`src/rtl/stage_seq_pkg.sv`:
```
// Shared constants and stage naming for the stage sequencer.
package stage_seq_pkg;

  // Canonical five-stage instruction flow.
  typedef enum logic [2:0] {
    ST_FT = 3'd0,
    ST_DC = 3'd1,
    ST_EX = 3'd2,
    ST_MA = 3'd3,
    ST_WB = 3'd4
  } stage_e;

  localparam int DEF_NUM_STAGES = 5;
  localparam int DEF_DIV_WIDTH  = 23;
  localparam int DEF_EX_STAGE   = int'(ST_EX);
  localparam int DEF_MA_STAGE   = int'(ST_MA);

endpackage

```
`src/rtl/step_div.sv`:
```
// Step divider: produces a one-cycle tick every div_ratio+1 cycles while
// free-running, or one tick the cycle after a step request while paused.
module step_div
  import stage_seq_pkg::*;
#(
  parameter int DIV_WIDTH = DEF_DIV_WIDTH
) (
  input  logic                 CLK,
  input  logic                 RST,
  input  logic [DIV_WIDTH-1:0] i_div_ratio,
  input  logic                 i_run,
  input  logic                 i_step_req,
  output logic                 o_tick
);

  logic [DIV_WIDTH-1:0] r_cnt;
  logic                 r_step_pend;
  logic                 w_div_hit;

  // A ratio lowered below the current count still hits, so the tick comes
  // on the next cycle instead of waiting for the counter to wrap.
  assign w_div_hit = i_run && (r_cnt >= i_div_ratio);
  assign o_tick    = w_div_hit || r_step_pend;

  // Count while running (frozen while paused); latch a step request for one cycle.
  always_ff @(posedge CLK or posedge RST) begin
    if (RST) begin
      r_cnt       <= '0;
      r_step_pend <= 1'b0;
    end else begin
      // NOTE: sequential state uses non-blocking assignments so every register
      // samples pre-edge values regardless of statement order.
      r_step_pend <= !i_run && i_step_req;
      if (i_run) begin
        r_cnt <= w_div_hit ? '0 : r_cnt + DIV_WIDTH'(1);
      end
    end
  end

endmodule

```
`src/rtl/stage_seq.sv`:
```
// Stage sequencer: walks a one-hot stage enable through NUM_STAGES stages on
// each divider tick, holding the execute/memory stages while they are busy.
module stage_seq
  import stage_seq_pkg::*;
#(
  parameter int NUM_STAGES = DEF_NUM_STAGES,
  parameter int DIV_WIDTH  = DEF_DIV_WIDTH,
  parameter int EX_STAGE   = DEF_EX_STAGE,
  parameter int MA_STAGE   = DEF_MA_STAGE
) (
  input  logic                          CLK,
  input  logic                          RST,
  input  logic [DIV_WIDTH-1:0]          div_ratio,
  input  logic                          run,
  input  logic                          step_req,
  input  logic                          ex_busy,
  input  logic                          mem_wait,
  input  logic                          rw_mem,
  output logic [NUM_STAGES-1:0]         stage_en,
  output logic [$clog2(NUM_STAGES)-1:0] stage_idx,
  output logic                          stalled,
  output logic                          instr_done,
  output logic [31:0]                   retired
);

  localparam int IDX_W = $clog2(NUM_STAGES);

  logic                  w_tick;
  logic                  w_stall;
  logic                  w_last;
  logic [IDX_W-1:0]      r_idx;
  logic [NUM_STAGES-1:0] r_en;
  logic                  r_stalled;
  logic                  r_done;
  logic [31:0]           r_retired;

  step_div #(
    .DIV_WIDTH (DIV_WIDTH)
  ) u_step_div (
    .CLK         (CLK),
    .RST         (RST),
    .i_div_ratio (div_ratio),
    .i_run       (run),
    .i_step_req  (step_req),
    .o_tick      (w_tick)
  );

  assign w_last = (int'(r_idx) == NUM_STAGES - 1);

  // Hold condition for the active stage, evaluated in the tick cycle.
  always_comb begin
    // NOTE: default first so every path assigns w_stall and no latch is inferred.
    w_stall = 1'b0;
    if ((int'(r_idx) == EX_STAGE) && ex_busy) begin
      w_stall = 1'b1;
    end
    if ((int'(r_idx) == MA_STAGE) && rw_mem && mem_wait) begin
      w_stall = 1'b1;
    end
  end

  // Advance or hold the active stage on a tick; enables and done are one-cycle pulses.
  always_ff @(posedge CLK or posedge RST) begin
    if (RST) begin
      r_idx     <= '0;
      r_en      <= '0;
      r_stalled <= 1'b0;
      r_done    <= 1'b0;
      r_retired <= '0;
    end else begin
      r_en   <= '0;
      r_done <= 1'b0;
      if (w_tick) begin
        if (w_stall) begin
          r_stalled <= 1'b1;
        end else begin
          r_stalled <= 1'b0;
          r_en      <= NUM_STAGES'(1) << r_idx;
          if (w_last) begin
            r_idx     <= '0;
            r_done    <= 1'b1;
            r_retired <= r_retired + 32'd1;
          end else begin
            r_idx <= r_idx + IDX_W'(1);
          end
        end
      end
    end
  end

  assign stage_en   = r_en;
  assign stage_idx  = r_idx;
  assign stalled    = r_stalled;
  assign instr_done = r_done;
  assign retired    = r_retired;

endmodule

```
`config.mk`:
```
export PLATFORM = sky130hd
export DESIGN_NAME = stage_seq
export DESIGN_NICKNAME = d
export VERILOG_FILES = /design/src/rtl/stage_seq_pkg.sv /design/src/rtl/step_div.sv /design/src/rtl/stage_seq.sv
export SDC_FILE = /design/constraint.sdc
export NUM_CORES = 1
export LEC_CHECK = 0
export ABC_AREA = 0
export BUFFER_PORTS_ARGS = -buffer_cell sky130_fd_sc_hd__buf_4
export CORE_ASPECT_RATIO = 0.7
export CORE_MARGIN = 8
export CORE_UTILIZATION = 35
export DETAILED_ROUTE_END_ITERATION = 6
export PLACE_DENSITY = 0.6
export SYNTH_ARGS = -nofsm -noshare
export SYNTH_HDL_FRONTEND = slang
export SYNTH_HIERARCHICAL = 1
export SYNTH_SLANG_ARGS = --single-unit
```
`constraint.sdc`:
```
create_clock -name CLK -period 3.7 [get_ports CLK]
set_input_delay 0.185 -clock CLK [delete_from_list [all_inputs] [get_ports CLK]]
set_output_delay 0.185 -clock CLK [all_outputs]
set_load 0.005 [all_outputs]
```
==> results.yml <==
routing:
  first_pass_iters: 4
  vias: 2802
  drc: 0
  post_drt_wl_per_cell_um: 15.0
  viasPerCell: 4.82
  ant_nets: 0
  drt_wl_total_mm: 8.71
  drt_iter0_markers: 180
synth:
  synth_compound_area_frac: 0.0496
  synth_top_family_by_area: "simple AND/OR/NAND/NOR gates"
  seq_area_frac_synth: 0.435
  synth_enable_flop_cells: 0
  avgSynthCellArea_um2: 10.3
  synth-simple-area-share: 0.253
  synth_area_um2: 3740
  syn-num-nets: 424
  ys_types: 49
  synthMuxAreaShare: 0.00301
  synth-seq-cells: 65
  synth-xor-area-share: 0.115
  synth_ff_type: "dfrtp_1"
  yosysWarnings: 6
  ys_async_sr_fraction: 1.00
  synthCells: 364
  synthAdderAreaFrac: 0.100
worst_setup_path:
  r2r_cells: 11
  worst_setup_path_end_kind: "flop"
  rr_endpoint: "retired[29]"
  criticalPathCategory: "flop to flop"
  crit_fanout: 7
  startpoint_type: "flop"
  worstReg2RegStart: "u_step_div/r_cnt[18]"
  r2r_slack_ns: 0.44
  worstPathRequired_ns: 3.90
  crit_start: "u_step_div/r_cnt[18]"
  cp.arrival_ns: 3.46
sta:
  min_period_ns: 3.26
  finClkSkew_ns: 0.00617
  slew_viol_final: 0
  worstMarginPinSlew_ns: 0.941
  fin_setup_tns_ns: 0
  period_share: 0.882
  max_slew_margin: 0.372
  grt_setup_unrepaired: "false"
  fmax_mhz: 306
  hold_ws_ns: -0.00222
  setup_viol: 0
  finalHoldViolCount: 1
  worst_slack_ns: 0.436
die:
  num_rows: 31
  ios: 72
  die_x_um: 139
  dieArea_um2: 14300
  initial_utilization: 0.361
  die_y_um: 102
  core_area_um2: 10400
cts:
  clk_pin_slew_worst_paths_ns: 0.06
  hold_buffers: 0
  cts_setup_buffers: 0
  cts-root-buf: "clkbuf_16"
  cts.sinks: 65
  numCtsBuffers: 9
  cts_buffer_depth: 2
  tritoncts: "yes"
  clock_latency_ns: 0.32
  cts.repair.resized: 0
  htree_levels: 3
grt:
  grt_start_max_net_pins: 42
  grt_pass1_vias: 2938
  grt_pass1_wl_mm: 14.8
  overflow: 0
  gr-usage-all-layers: 0.128
  antenna_found_initial: 0
finish:
  syn2layout_area_growth_pct: 26.1
  fill_cells: 969
  n_antenna_cell: 0
  finish.utilization: 0.455
  instances_no_fill: 581
  layout-drive-gt1-share: 0.256
  nets: 504
placement:
  gp_congestion: 0.792
  dp.final_hpwl_mm: 6.82
  portBuffers: 71
  dp_cells: 565
  post-place-ws_ns: 0.481
status:
  violations: "hold timing"
  status: "finished, violations left"
hold_path:
  hold_class: "input pin to asynchronous set/reset pin"
flow_run:
  maxCapViolCount: 0
power_and_ir_drop:
  leakagePower_uw: 0.00237
  power-per-cell-area_nw_per_um2: 445
  ir_drop_v: 0.000221
[kinds of logic after synthesis]
group,after synthesis
and+or+nand+nor,155
DFF,65
xor gates and xnor gates,49
buffers and inverters,38
adders and majority gates,30
AOI/OAI and AO/OA,26
muxes,1
[cell type report]
type | instances | area [µm²] | share of cell area
inverter | 34 | 128 | 0.0271
sequential | 65 | 1630 | 0.345
timing repair buffer | 73 | 548 | 0.116
clock buffer | 11 | 243 | 0.0515
clock inverter | 5 | 55.1 | 0.0117
multi-input combinational | 261 | 1950 | 0.413
tap | 132 | 165 | 0.0351
[metal layers]
metal  track usage  vias up  wire [µm]
li1              -     1411          -
met5             0        -          0
met1         0.184     1332       4580
met2         0.188       57       3750
met4        0.0378        0         61
met3        0.0289        2        316
[critical path, stage by stage (launching register included)]
cell	delay [ns]
dfrtp_1	0.41
ha_1	0.33
nand4_1	0.22
nor4_2	0.42
o21ai_2	0.20
a21boi_4	0.18
or2_1	0.16
and3_1	0.20
nand4b_1	0.30
nor3_4	0.40
nand3_1	0.15
xnor2_1	0.15
[cells in the final DEF, fill, tap and decap left out, types with 4 or more instances in the layout]
master	count
nor2_1	21
and3_1	11
ha_1	30
and2_1	4
buf_4	73
dfrtp_1	65
a21oi_1	8
nor2_4	10
inv_1	33
nand3_1	27
xnor2_1	29
nand2_1	36
xor2_1	20
nand4_1	18
clkbuf_16	9
[metrics by stage]
| stage | cell area, µm² | power [µW] |
|---|---|---|
| final | 4710 | 2100 |
| after global routing | 4710 | 2230 |
| after CTS | 4710 | 2130 |
| after detailed placement | 4410 | 1280 |
| after global placement | 4410 | 1260 |
| after floorplan | 3740 | 1110 |
[worst max path at each step]
stage	end	slack [ns]	cells after the start
2_1_floorplan	retired[22]	0.83	11
3_3_place_gp	retired[21]	0.59	11
3_5_place_dp	retired[29]	0.48	11
4_1_cts	retired[22]	0.45	11
5_1_grt	retired[29]	0.14	11
6_report	retired[29]	0.44	11
[synthesized netlist by cell type, drive strengths merged (2+ instances only)]
library cell	n	share of area
nand4	19	0.033
dfrtp	65	0.44
nor3	6	0.015
nor3b	4	0.0094
inv	34	0.034
and4	5	0.013
o21ai	5	0.0077
or2	2	0.0034
nor4	5	0.017
a21oi	9	0.013
clkbuf	2	0.0020
o221ai	2	0.0047
xnor2	29	0.068
buf	2	0.0074
nand2	36	0.036
nand3	28	0.041
xor2	20	0.047
a21o	3	0.0060
and2	4	0.0067
ha	30	0.10
nor2	31	0.051
and3	11	0.018
[registers in the layout, indices dropped and copies added (netlist names)]
name / count
stage_idx: 3
stalled: 1
stage_en: 4
u_step_div/r_step_pend: 1
retired: 32
instr_done: 1
u_step_div/r_cnt: 23
[power breakdown]
group / total, µW / switching, µW / internal [µW]
combinational: 377 / 188 / 189
sequential: 887 / 104 / 783
clock: 835 / 298 / 537
Power figures use the tool's default switching activity.
